==> config.mk <==
export PLATFORM = sky130hd
export DESIGN_NAME = shift_word_tx
export DESIGN_NICKNAME = d
export VERILOG_FILES = /design/src/rtl/shift_pkg.sv /design/src/rtl/shift_bit_counter.sv /design/src/rtl/shift_word_tx.sv
export SDC_FILE = /design/constraint.sdc
export NUM_CORES = 1
export LEC_CHECK = 0
export CAP_MARGIN = 20
export CORE_AREA = 2 2 39 41
export CTS_CLUSTER_DIAMETER = 100
export CTS_CLUSTER_SIZE = 30
export DETAILED_ROUTE_END_ITERATION = 10
export DIE_AREA = 0 0 41 43
export DONT_BUFFER_PORTS = 1
export GPL_ROUTABILITY_DRIVEN = 0
export PLACE_DENSITY_LB_ADDON = 0.15
export SLEW_MARGIN = 20
export SYNTH_ARGS = -nofsm -noshare
export SYNTH_HDL_FRONTEND = slang
export SYNTH_HIERARCHICAL = 1
export SYNTH_SLANG_ARGS = --single-unit
==> constraint.sdc <==
create_clock -name clk -period 4.2 [get_ports clk]
set_input_delay 0.63 -clock clk [delete_from_list [all_inputs] [get_ports clk]]
set_output_delay 0.63 -clock clk [all_outputs]
set_load 0.05 [all_outputs]
==> src/rtl/shift_pkg.sv <==
// Shared types for the shift-register lab datapath: transmitter FSM states and bit-order codes.
package shift_pkg;

    typedef enum logic [1:0] {
        IDLE   = 2'd0,
        SHIFT  = 2'd1,
        PARITY = 2'd2,
        DONE   = 2'd3
    } tx_state_t;

    localparam logic DIR_MSB_FIRST = 1'b0;
    localparam logic DIR_LSB_FIRST = 1'b1;

endpackage

==> src/rtl/shift_bit_counter.sv <==
// Bit counter for shift_word_tx: synchronous clear, increment, terminal flag at N-1.
module shift_bit_counter #(
    parameter int N = 4
) (
    input  logic clk,
    input  logic rst,
    input  logic clr,
    input  logic inc,
    output logic tc
);

    localparam int CW = $clog2(N) + 1;

    logic [CW-1:0] cnt;

    always_ff @(posedge clk or posedge rst) begin
        if (rst)
            cnt <= '0;
        else if (clr)
            cnt <= '0;
        else if (inc)
            cnt <= cnt + 1'b1;
    end

    assign tc = (cnt == CW'(N - 1));

endmodule

==> src/rtl/shift_word_tx.sv <==
// Parallel-to-serial word transmitter driving a left/right shift register.
// Optional even-parity trailer cycle when SHIFT_TX_PARITY_EN is defined.
module shift_word_tx
    import shift_pkg::*;
#(
    parameter int N = 4
) (
    input  logic         clk,
    input  logic         rst,
    input  logic         tx_valid,
    input  logic [N-1:0] tx_data,
    input  logic         tx_dir,
    output logic         tx_ready,
    output logic         sout,
    output logic         sh_left,
    output logic         sh_right,
    output logic         par_strobe,
    output logic         done
);

    tx_state_t    state, state_nx;
    logic [N-1:0] sr;
    logic         dir_q;
    logic         hs;
    logic         last_bit;

    // Gating with rst keeps the source from seeing ready during reset.
    assign tx_ready = (state == IDLE) && !rst;
    assign hs       = tx_valid && tx_ready;

    shift_bit_counter #(.N(N)) u_cnt (
        .clk (clk),
        .rst (rst),
        .clr (hs),
        .inc (state == SHIFT),
        .tc  (last_bit)
    );

    always_ff @(posedge clk or posedge rst) begin
        if (rst)
            state <= IDLE;
        else
            state <= state_nx;
    end

    always_ff @(posedge clk or posedge rst) begin
        if (rst) begin
            sr    <= '0;
            dir_q <= DIR_MSB_FIRST;
        end else if (hs) begin
            sr    <= tx_data;
            dir_q <= tx_dir;
        end else if (state == SHIFT) begin
            sr <= (dir_q == DIR_LSB_FIRST) ? {1'b0, sr[N-1:1]} : {sr[N-2:0], 1'b0};
        end
    end

`ifdef SHIFT_TX_PARITY_EN
    // Parity is taken from the word as accepted, since sr is consumed while shifting.
    logic par_q;

    always_ff @(posedge clk or posedge rst) begin
        if (rst)
            par_q <= 1'b0;
        else if (hs)
            par_q <= ^tx_data;
    end
`endif

    always_comb begin
        state_nx = state;
        sout     = 1'b0;
        sh_left  = 1'b0;
        sh_right = 1'b0;
        done     = 1'b0;
`ifdef SHIFT_TX_PARITY_EN
        par_strobe = 1'b0;
`endif
        case (state)
            IDLE: begin
                if (hs)
                    state_nx = SHIFT;
            end
            SHIFT: begin
                sout     = (dir_q == DIR_LSB_FIRST) ? sr[0] : sr[N-1];
                sh_left  = (dir_q == DIR_MSB_FIRST);
                sh_right = (dir_q == DIR_LSB_FIRST);
                if (last_bit)
`ifdef SHIFT_TX_PARITY_EN
                    state_nx = PARITY;
`else
                    state_nx = DONE;
`endif
            end
`ifdef SHIFT_TX_PARITY_EN
            PARITY: begin
                sout       = par_q;
                par_strobe = 1'b1;
                state_nx   = DONE;
            end
`endif
            DONE: begin
                done     = 1'b1;
                state_nx = IDLE;
            end
            default: state_nx = IDLE;
        endcase
    end

`ifndef SHIFT_TX_PARITY_EN
    assign par_strobe = 1'b0;
`endif

endmodule

==> results by group, run 1 <==
Worst setup path
  • CP Data Required Time: 3.57 ns
  • FF-to-FF Start: state[1]$_DFFE_PP0P_
  • Crit path DAT: 1.62 ns
  • Endpoint of the worst register-to-register path: sr[3]$_DFFE_PP0P_
  • CP max FO: 5
  • Crit path capture type: output port
  • FF-to-FF setup slack: 2.50 ns
  • CP startpoint kind: flop
  • FF-to-FF path depth: 3
  • Critical path class: flop to output port
  • End point of the critical path: sh_left
  • CP startpoint: state[1]$_DFFE_PP0P_

Cells and area
  • Multi-input logic area: 263 um2
  • Fillers: 152
  • Layout area overhead: 9.63%
  • Post-route cell area: 598 um2
  • # diodes: 0
  • Fin util: 43.2%
  • Share of layout cells above drive strength 1: 25.5%
  • Post-route insts no fill: 67
  • Final nets: 62
  • Seq. cell area: 250 um2

Synthesis
  • #FFs+latches synth: 10
  • Sequential-to-total area share from yosys stat: 45.9%
  • Synthesized area: 546 um2
  • Async SR Flop Fraction: 100%
  • Post-Syn Nets: 58
  • Avg Cell Area, Syn: 11.4 um2
  • Synth Instances: 48
  • Post-synth EDFFs: 0
  • Yosys warnings: 6
  • Top area cells in the synthesized netlist: dfrtp_1 (46%), a221o_1 (7.3%), mux2i_1 (7.3%)
  • Most frequent cells after synthesis: dfrtp_1 (10), nor2_1 (7), a221o_1 (4), inv_1 (4), mux2i_1 (4)
  • Yosys top cell by area: dfrtp_1
  • Count leader, synth: dfrtp_1
  • Share of the synthesized area in the top cell type: 45.9%
  • Synth cell types: 21
  • Top FF cell, synth: dfrtp_1

Global route
  • Met3 usage: 7.85%
  • Number of global-route vias before repair: 393
  • Largest net degree at the start of global routing: 9
  • Global-route wire length before repair: 1630 um
  • Initial antenna violation count: 0
  • Grt ovf: 0
  • Busiest grt layer: met2
  • GRT Total Usage: 13.9%
  • Met2 usage: 22.8%
  • Met1 GRT Util: 16.2%

Floorplanning
  • Die width: 41 um
  • Starting density of the core: 39.4%
  • Die Y: 43 um
  • FP Rows: 14
  • Total die area: 1760 um2
  • IO Pins: 14
  • Core area: 1380 um2

Clock network
  • Post-CTS resize count: 0
  • Clock slew at reported path FFs: 0.07 ns
  • CTS Buf Count: 3
  • CTS Hold Bufs: 0
  • Clk buf depth: 2
  • Latest clock arrival within the worst-skew pair: 0.26 ns
  • CTS Root Cell: clkbuf_4
  • Postcts setup bufs: 0
  • Clock H-tree levels: 1
  • Clock Sink Count: 10
  • TritonCTS clock tree: yes

Timing
  • Final Skew: 0.00421 ns
  • Fmax: 0.445 GHz
  • Slew Viols, Final: 0
  • Measured slew at the worst slew-check pin: 0.931 ns
  • Final setup vio count: 0
  • Crit share post-route: 53.5%
  • Final hold violations: 0
  • Max_slew headroom: 37.7%
  • Setup TNS Final: 0 ns
  • Final WS setup: 1.95 ns
  • Final worst path period need: 2.25 ns
  • RSZ-0062 raised after global routing: no

Drt
  • Via count: 355
  • First-pass DRT Iterations: 4
  • Wire length per cell: 14.6 um
  • Total Wirelength: 978 um
  • ANT nets after route: 0
  • DR iter-0 viols: 4
  • Drc violations: 0
  • Via/cell ratio: 5.30

Pwr
  • Pwr Density: 872 nW/um2
  • VDD IR-drop max: 0.000309 V
  • Pleak: 0.297 nW

Placement
  • Placed inst area: 562 um2
  • IO Port Bufs: 0
  • Pre-CTS WS: 2.23 ns
  • Placed Instances: 63
  • Hpwl dp: 784 um

Min path
  • Min-Delay Path Class: input pin to asynchronous set/reset pin

Run
  • # Max-Cap Violations: 0

Outcome
  • Status: finished, final reports clean
-- critical path: stages (launching register included) --
cell      delay (ns)
dfrtp_1         0.44
nand2b_4        0.20
nor2_1          0.72
-- how the worst min path moves through the flow --
stage | start | endpoint | slack (ns) | cells after the start
4_1_cts | rst | u_cnt/cnt[1]$_DFFE_PP0P_ | 0.11 | 1
6_report | rst | u_cnt/cnt[2]$_DFFE_PP0P_ | 0.12 | 1
5_1_grt | rst | u_cnt/cnt[0]$_DFFE_PP0P_ | 0.1 | 1
3_5_place_dp | rst | u_cnt/cnt[2]$_DFFE_PP0P_ | 0.40 | 1
3_3_place_gp | rst | u_cnt/cnt[2]$_DFFE_PP0P_ | 0.39 | 1
2_1_floorplan | rst | u_cnt/cnt[0]$_DFFE_PP0P_ | 0.38 | 1
-- placed cells by master, fill, tap and decap left out --
cell type / instances
clkbuf_4: 3
mux2_4: 1
nor4b_4: 1
a221o_1: 4
mux2i_1: 4
buf_4: 1
nor2_1: 7
nor2b_1: 1
dfrtp_1: 10
and2_2: 2
xnor2_1: 1
and2_4: 1
conb_1: 1
a211oi_1: 1
clkbuf_8: 1
nand2b_4: 1
nor3_1: 1
and2_1: 2
ha_1: 2
inv_1: 4
o21bai_2: 1
inv_4: 1
-- power breakdown --
| group | internal (mW) | switching [mW] |
|---|---|---|
| combinational | 0.0950 | 0.158 |
| sequential | 0.138 | 0.0454 |
| clock | 0.0525 | 0.0321 |
| total | 0.285 | 0.236 |
-- final cells by class --
cell class,count,share of cell area (%)
repair buffers,1,1.26
clock buffers,4,6.07
flip-flops and latches,10,41.8
multi-input cells,31,43.9
inverters,5,3.56
well taps,16,3.35
-- state kept, by name, indices dropped and copies added, names as in the netlist --
signal,cells
sr,4
u_cnt/cnt,3
state,2
dir_q,1
-- logic make-up (layout without fill, tap and decap cells) --
kind of cell / count (synthesis) / after routing / share of synthesized area, %
and+or+nand+nor: 16 / 16 / 20.4
muxes: 5 / 5 / 10.1
DFF: 10 / 10 / 45.9
AOI/OAI and AO/OA: 6 / 6 / 10.8
adders and majority gates: 2 / 2 / 4.59
buffers and inverters: 7 / 10 / 5.96
xor gates and xnor gates: 1 / 1 / 1.61
other: 1 / 1 / 0.687
-- per-layer routing --
layer	part of all wire, %	wire (um)
met3	4.6	45
met2	54	527
met5	0	0
met4	0	0
met1	41	404
-- stage by stage --
stage                     power (mW)  hold WS [ns]
after floorplan                0.403         0.384
after global placement         0.427         0.392
after detailed placement       0.442         0.396
after CTS                      0.529         0.110
after global routing           0.562        0.0990
final                          0.521         0.119
No activity file was read; power rests on OpenSTA's default activity.
==> inputs of run 2 (changes only) <==
Clock period 4.2 ns to 1.8 ns, I/O delays scaled along.
==> run 2 against run 1 <==
Against the previous run:
- die area did not move
- global-route usage rose by 0.18 points
- via count fell by 3.4%
- non-clock buffer count rose by 3
- routed wire length fell by 3.5%
- worst hold slack improved by 0.035 ns
- critical path type unchanged
- register-to-register slack got worse by 2.2 ns
- combinational power rose by 150%
- flip-flop and latch count did not move
- largest power group unchanged
==> results by group, run 2 (same netlist as run 1, synthesis figures left out) <==
Clock network
  • Clock H-tree levels: 1
  • TritonCTS clock tree: yes
  • Clock slew at reported path FFs: 0.06 ns
  • Clock Sink Count: 10
  • CTS Root Cell: clkbuf_4
  • Post-CTS resize count: 0
  • Clk buf depth: 2
  • Latest clock arrival within the worst-skew pair: 0.26 ns
  • CTS Buf Count: 3

Global route
  • Busiest grt layer: met2
  • Met3 usage: 4.71%
  • Number of global-route vias before repair: 364
  • Met2 usage: 19.4%
  • Grt ovf: 0
  • GRT Total Usage: 14.0%
  • Global-route wire length before repair: 1610 um
  • Initial antenna violation count: 0
  • Met1 GRT Util: 18.5%
  • Largest net degree at the start of global routing: 9

Cells and area
  • Fillers: 134
  • Flip-flop count of the largest register after layout: 4
  • Share of layout cells above drive strength 1: 28.3%
  • Most common cell after layout, fill and taps aside: dfrtp_1
  • Biggest regs: sr x4, u_cnt/cnt x3, state x2
  • Reg with most FFs: sr
  • Fin util: 44.4%
  • # diodes: 0
  • Most frequent cells in the layout: dfrtp_1 (10), nor2_1 (7), a221o_1 (4), mux2i_1 (4), inv_1 (4)
  • Post-route cell area: 614 um2
  • Final nets: 65
  • Layout area overhead: 12.6%

Timing
  • RSZ-0062 raised after global routing: no
  • Setup TNS Final: 0 ns
  • Final setup vio count: 0
  • Fmax: 0.659 GHz
  • Max_slew headroom: 64.5%
  • Final hold violations: 0
  • Final WS setup: 0.282 ns
  • Crit share post-route: 84.3%
  • Final worst path period need: 1.52 ns
  • Slew Viols, Final: 0
  • Final Skew: 0.00349 ns
  • Measured slew at the worst slew-check pin: 0.530 ns

Worst setup path
  • CP Data Required Time: 1.53 ns
  • Critical path class: flop to output port
  • Crit path capture type: output port
  • CP startpoint: state[1]$_DFFE_PP0P_
  • Crit path DAT: 1.25 ns
  • CP max FO: 5
  • CP startpoint kind: flop
  • FF-to-FF Start: state[0]$_DFFE_PP0P_

Placement
  • IO Port Bufs: 0
  • Hpwl dp: 756 um
  • Placed inst area: 582 um2
  • Pre-CTS WS: 0.339 ns

Drt
  • ANT nets after route: 0
  • Wire length per cell: 13.7 um
  • Via/cell ratio: 4.97
  • Total Wirelength: 944 um
  • Via count: 343
  • First-pass DRT Iterations: 3
  • Drc violations: 0
  • DR iter-0 viols: 4

Min path
  • Min-Delay Path Class: input pin to flop
  • Hold_sp: tx_dir

Pwr
  • Pleak: 0.305 nW
  • Power Total: 1.20 mW
  • VDD IR-drop max: 0.000860 V
  • Pwr Density: 1960 nW/um2

Floorplanning
  • Starting density of the core: 39.4%
  • Core area: 1380 um2
  • Die Y: 43 um
  • Total die area: 1760 um2
  • FP Rows: 14
  • IO Pins: 14
  • Die width: 41 um

Run
  • # Max-Cap Violations: 0

Outcome
  • Status: finished, final reports clean
run 2: cell types whose count changed in the layout (fill, tap and decap cells not counted), sizes merged:
cell | previous run | this run
dlygate4sd3 | 0 | 1
buf | 1 | 3
clkbuf | 4 | 3
run 2: what timing repair did:
| item | 4_1_cts | 5_1_grt |
|---|---|---|
| hold buffers | 1 | 0 |
| buffers inserted | 0 | 0 |
| hold endpoints to repair | 10 | 0 |
run 2: area by class of cell:
| type | count | area [um2] | share of cell area (%) |
|---|---|---|---|
| multi-input combinational | 31 | 268 | 43.6 |
| sequential | 10 | 250 | 40.7 |
| timing repair buffer | 4 | 32.5 | 5.30 |
| clock buffer | 3 | 22.5 | 3.67 |
| inverter | 5 | 21.3 | 3.46 |
| tap | 16 | 20.0 | 3.26 |
run 2: report_power, final:
| part | switching (mW) | internal, mW |
|---|---|---|
| clock | 0.0712 | 0.0770 |
| combinational | 0.377 | 0.255 |
| sequential | 0.102 | 0.322 |
| total | 0.550 | 0.654 |
run 2: worst max-delay path, cell delays in order, from the launching register on:
cell      delay (ns)
dfrtp_1         0.44
nand2b_4        0.20
nor2_1          0.13
buf_4           0.22
run 2: path summary, 6_finish.rpt:
path                                       endpoint  slack (ns)  cells after the start
setup / recovery                            sh_left        0.28                      3
hold / removal                    dir_q$_DFFE_PP0P_        0.15                      1
min in group asynchronous  u_cnt/cnt[2]$_DFFE_PP0P_        0.34                      2
hold reg to reg            u_cnt/cnt[1]$_DFFE_PP0P_        0.53                      2
max in group asynchronous         sr[2]$_DFFE_PP0P_        1.16                      2
setup reg to reg                  dir_q$_DFFE_PP0P_        0.33                      2
run 2: stage by stage:
step                      instances  hold WS [ns]
after detailed placement         65        0.0416
after floorplan                  48        0.0236
after CTS                        69         0.142
after global placement           65        0.0370
final                            69         0.153
after global routing             69         0.143
run 2: layer usage:
layer | part of all wire (%) | up-vias
met5 | 0 | -
met2 | 50 | 5
met3 | 3.6 | 0
li1 | - | 174
met4 | 0 | 0
met1 | 47 | 164
==> inputs of run 3 (changes only) <==
Settings changed: ABC_AREA set to 1.
Clock period 1.8 ns to 1.2 ns, I/O delays scaled along.
==> run 3 against run 2 <==
Against the previous run:
- the run now ends with negative setup slack left
- clock power is 100% higher
- global-route usage rose by 4.5 points
- worst hold slack worse by 0.11 ns
- critical path depth rose by 2
- synthesized cell count is 56% higher
- largest power group unchanged
- cell count rose by 58%
- area after synthesis is 4.8% higher
- routed wire length up 35%
- critical path type unchanged
- sequential share of layout area fell by 10 points
- power rose by 99%
- first-iteration DRC count up 100%
==> results by group, run 3 <==
Worst setup path
  • Endpoint of the worst register-to-register path: u_cnt/cnt[0]$_DFFE_PP0P_
  • CP max FO: 3
  • CP most frequent cell: nand2_4
  • End point of the critical path: sout
  • CP startpoint: state[1]$_DFFE_PP0P_
  • CP Data Required Time: 1.02 ns
  • Critical path class: flop to output port
  • Crit path capture type: output port
  • Slowest stage delay, CP: 0.42 ns
  • FF-to-FF path depth: 7
  • FF-to-FF Start: state[1]$_DFFE_PP0P_
  • CP max stage cell: dfrtp_1
  • Cell Chain, Critical Path: inv_2, nand2_4, nor2_8, nand2_4, nand2_8
  • Crit path DAT: 1.18 ns
  • FF-to-FF setup slack: -0.04 ns
  • CP startpoint kind: flop

Synthesis
  • Synthesized area: 572 um2
  • Yosys warnings: 6
  • Most frequent cells after synthesis: nand2_1 (23), inv_1 (14), nand3_1 (11), dfrtp_1 (10), nor2_1 (3)
  • Post-synth EDFFs: 0
  • Synth cell types: 18
  • Avg Cell Area, Syn: 7.62 um2
  • Top FF cell, synth: dfrtp_1
  • Sequential-to-total area share from yosys stat: 43.8%
  • Synth Instances: 75
  • Top area cells in the synthesized netlist: dfrtp_1 (44%), nand2_1 (15%), nand3_1 (9.6%)
  • Count leader, synth: nand2_1
  • Async SR Flop Fraction: 100%
  • Share of the synthesized area in the top cell type: 43.8%
  • #FFs+latches synth: 10
  • Post-Syn Nets: 85
  • Yosys top cell by area: dfrtp_1

Global route
  • Initial antenna violation count: 0
  • Grt ovf: 0
  • Global-route wire length before repair: 2160 um
  • Largest net degree at the start of global routing: 8
  • GRT Total Usage: 18.5%
  • Number of global-route vias before repair: 498

Timing
  • Fmax: 0.738 GHz
  • Worst hold slack: 0.0412 ns
  • Setup TNS Final: -0.656 ns
  • Final Skew: 0.000258 ns
  • Final hold violations: 0
  • Final setup vio count: 11
  • Final worst path period need: 1.36 ns
  • Slew Viols, Final: 0
  • Final WS setup: -0.155 ns
  • Crit share post-route: 113%
  • RSZ-0062 raised after global routing: yes

Cells and area
  • Most frequent cells in the layout: nand2_1 (20), inv_1 (12), nand3_1 (10)
  • Biggest regs: sr x4, u_cnt/cnt x3, state x2
  • Layout area overhead: 44.4%
  • Share of layout cells above drive strength 1: 35.5%
  • Flip-flop count of the largest register after layout: 4
  • # diodes: 0
  • Final nets: 104
  • Most common cell after layout, fill and taps aside: nand2_1
  • Reg with most FFs: sr

Pwr
  • Pleak: 0.447 nW
  • Sw Pwr: 1.10 mW
  • Logic gate share of total power: 61.5%
  • Pwr Density: 2910 nW/um2
  • Power Total: 2.40 mW
  • Sequential share of power: 25.8%
  • Sw Ratio: 46.0%
  • Clock power frac: 12.6%
  • Int Pwr: 1.30 mW
  • VDD IR-drop max: 0.00113 V

Clock network
  • Clock slew at reported path FFs: 0.07 ns
  • Clk buf depth: 2
  • CTS Root Cell: clkbuf_4
  • Latest clock arrival within the worst-skew pair: 0.26 ns
  • CTS Buf Count: 3
  • Clock Sink Count: 10
  • Clock H-tree levels: 1
  • TritonCTS clock tree: yes

Floorplanning
  • IO Pins: 14
  • Total die area: 1760 um2
  • Core area: 1380 um2
  • FP Rows: 14
  • Die Y: 43 um
  • Starting density of the core: 41.3%
  • Die width: 41 um

Placement
  • Pre-CTS WS: 0.0211 ns
  • Hpwl dp: 945 um
  • IO Port Bufs: 0

Outcome
  • Status: complete, but fails checks
  • Failing checks: negative setup slack

Drt
  • ANT nets after route: 0
  • Wire length per cell: 11.7 um
  • Total Wirelength: 1280 um
  • Via count: 494
  • First-pass DRT Iterations: 4
  • DR iter-0 viols: 8
  • Drc violations: 0
  • Via/cell ratio: 4.53

Run
  • # Max-Cap Violations: 0

Min path
  • Min-Delay Path Class: input pin to flop
run 3: cell types whose count changed after synthesis, moves of 4 or more:
cell | previous run | this run
mux2i_1 | 4 | 0
inv_1 | 4 | 14
a221o_1 | 4 | 0
nor2_1 | 7 | 3
nand3_1 | 0 | 11
nand2_1 | 0 | 23
run 3: cell families (layout without fill, tap and decap cells):
family,Yosys count,after routing,share of synthesized area [%]
fa+ha+maj,2,2,4.38
compound gates,2,2,1.75
buf+inv,16,34,11.2
other cells,1,1,0.656
simple gates,44,44,38.3
flops,10,10,43.8
run 3: what timing repair did:
item                                    in CTS  in global routing
endpoints found under the hold margin       10                  0
pin swaps                                    3                  0
endpoints found under the setup margin       5                 13
resized for setup                           15                  2
buffers inserted                             5                  1
hold buffers                                 1                  0
run 3: worst max-delay path: cells and delay by family (launching register included):
| family | cells | cell delay (ns) |
|---|---|---|
| flip-flops | 1 | 0.42 |
| buffers and inverters | 1 | 0.10 |
| AND/OR/NAND/NOR | 4 | 0.39 |
run 3: metal layers:
layer  vias to the layer above  track usage [%]  routed length [um]
met5                         -                0                   0
met4                         0             6.00                   0
met3                         0             3.14                  36
met1                       222             19.7                 527
met2                         6             33.8                 711
li1                        266                -                   -
run 3: worst min path at each step:
stage               depth (start not counted)       start  slack (ns)                  endpoint
detailed placement                          1         rst       -0.05  u_cnt/cnt[2]$_DFFE_PP0P_
global placement                            1         rst       -0.05  u_cnt/cnt[2]$_DFFE_PP0P_
global route                                2  tx_data[2]        0.04         sr[2]$_DFFE_PP0P_
CTS                                         2  tx_data[2]        0.03         sr[2]$_DFFE_PP0P_
finish                                      2  tx_data[2]        0.04         sr[2]$_DFFE_PP0P_
floorplan                                   1         rst       -0.07  u_cnt/cnt[0]$_DFFE_PP0P_
run 3: cell type report:
class,count,area [um2]
sequential,10,251
tap,16,20.0
fill,132,558
inverter,15,61.3
timing repair buffer,15,149
clock buffer,4,36.3
multi-input combinational,49,308
run 3: power by group through the flow:
stage | clock [mW] | combinational (mW) | sequential (mW)
final | 0.303 | 1.48 | 0.620
after global routing | 0.328 | 1.62 | 0.639
after CTS | 0.313 | 1.42 | 0.617
after detailed placement | 0 | 1.14 | 0.612
after global placement | 0 | 1.13 | 0.606
after floorplan | 0 | 0.846 | 0.612
run 3: stage by stage:
| stage | instance area [um2] | utilization, % | instances |
|---|---|---|---|
| 3_3_place_gp | 666 | 48.1 | 98 |
| 3_5_place_dp | 666 | 48.1 | 98 |
| 4_1_cts | 811 | 58.6 | 108 |
| 5_1_grt | 826 | 59.7 | 109 |
| 6_report | 826 | 59.7 | 109 |
| 2_1_floorplan | 593 | - | 75 |
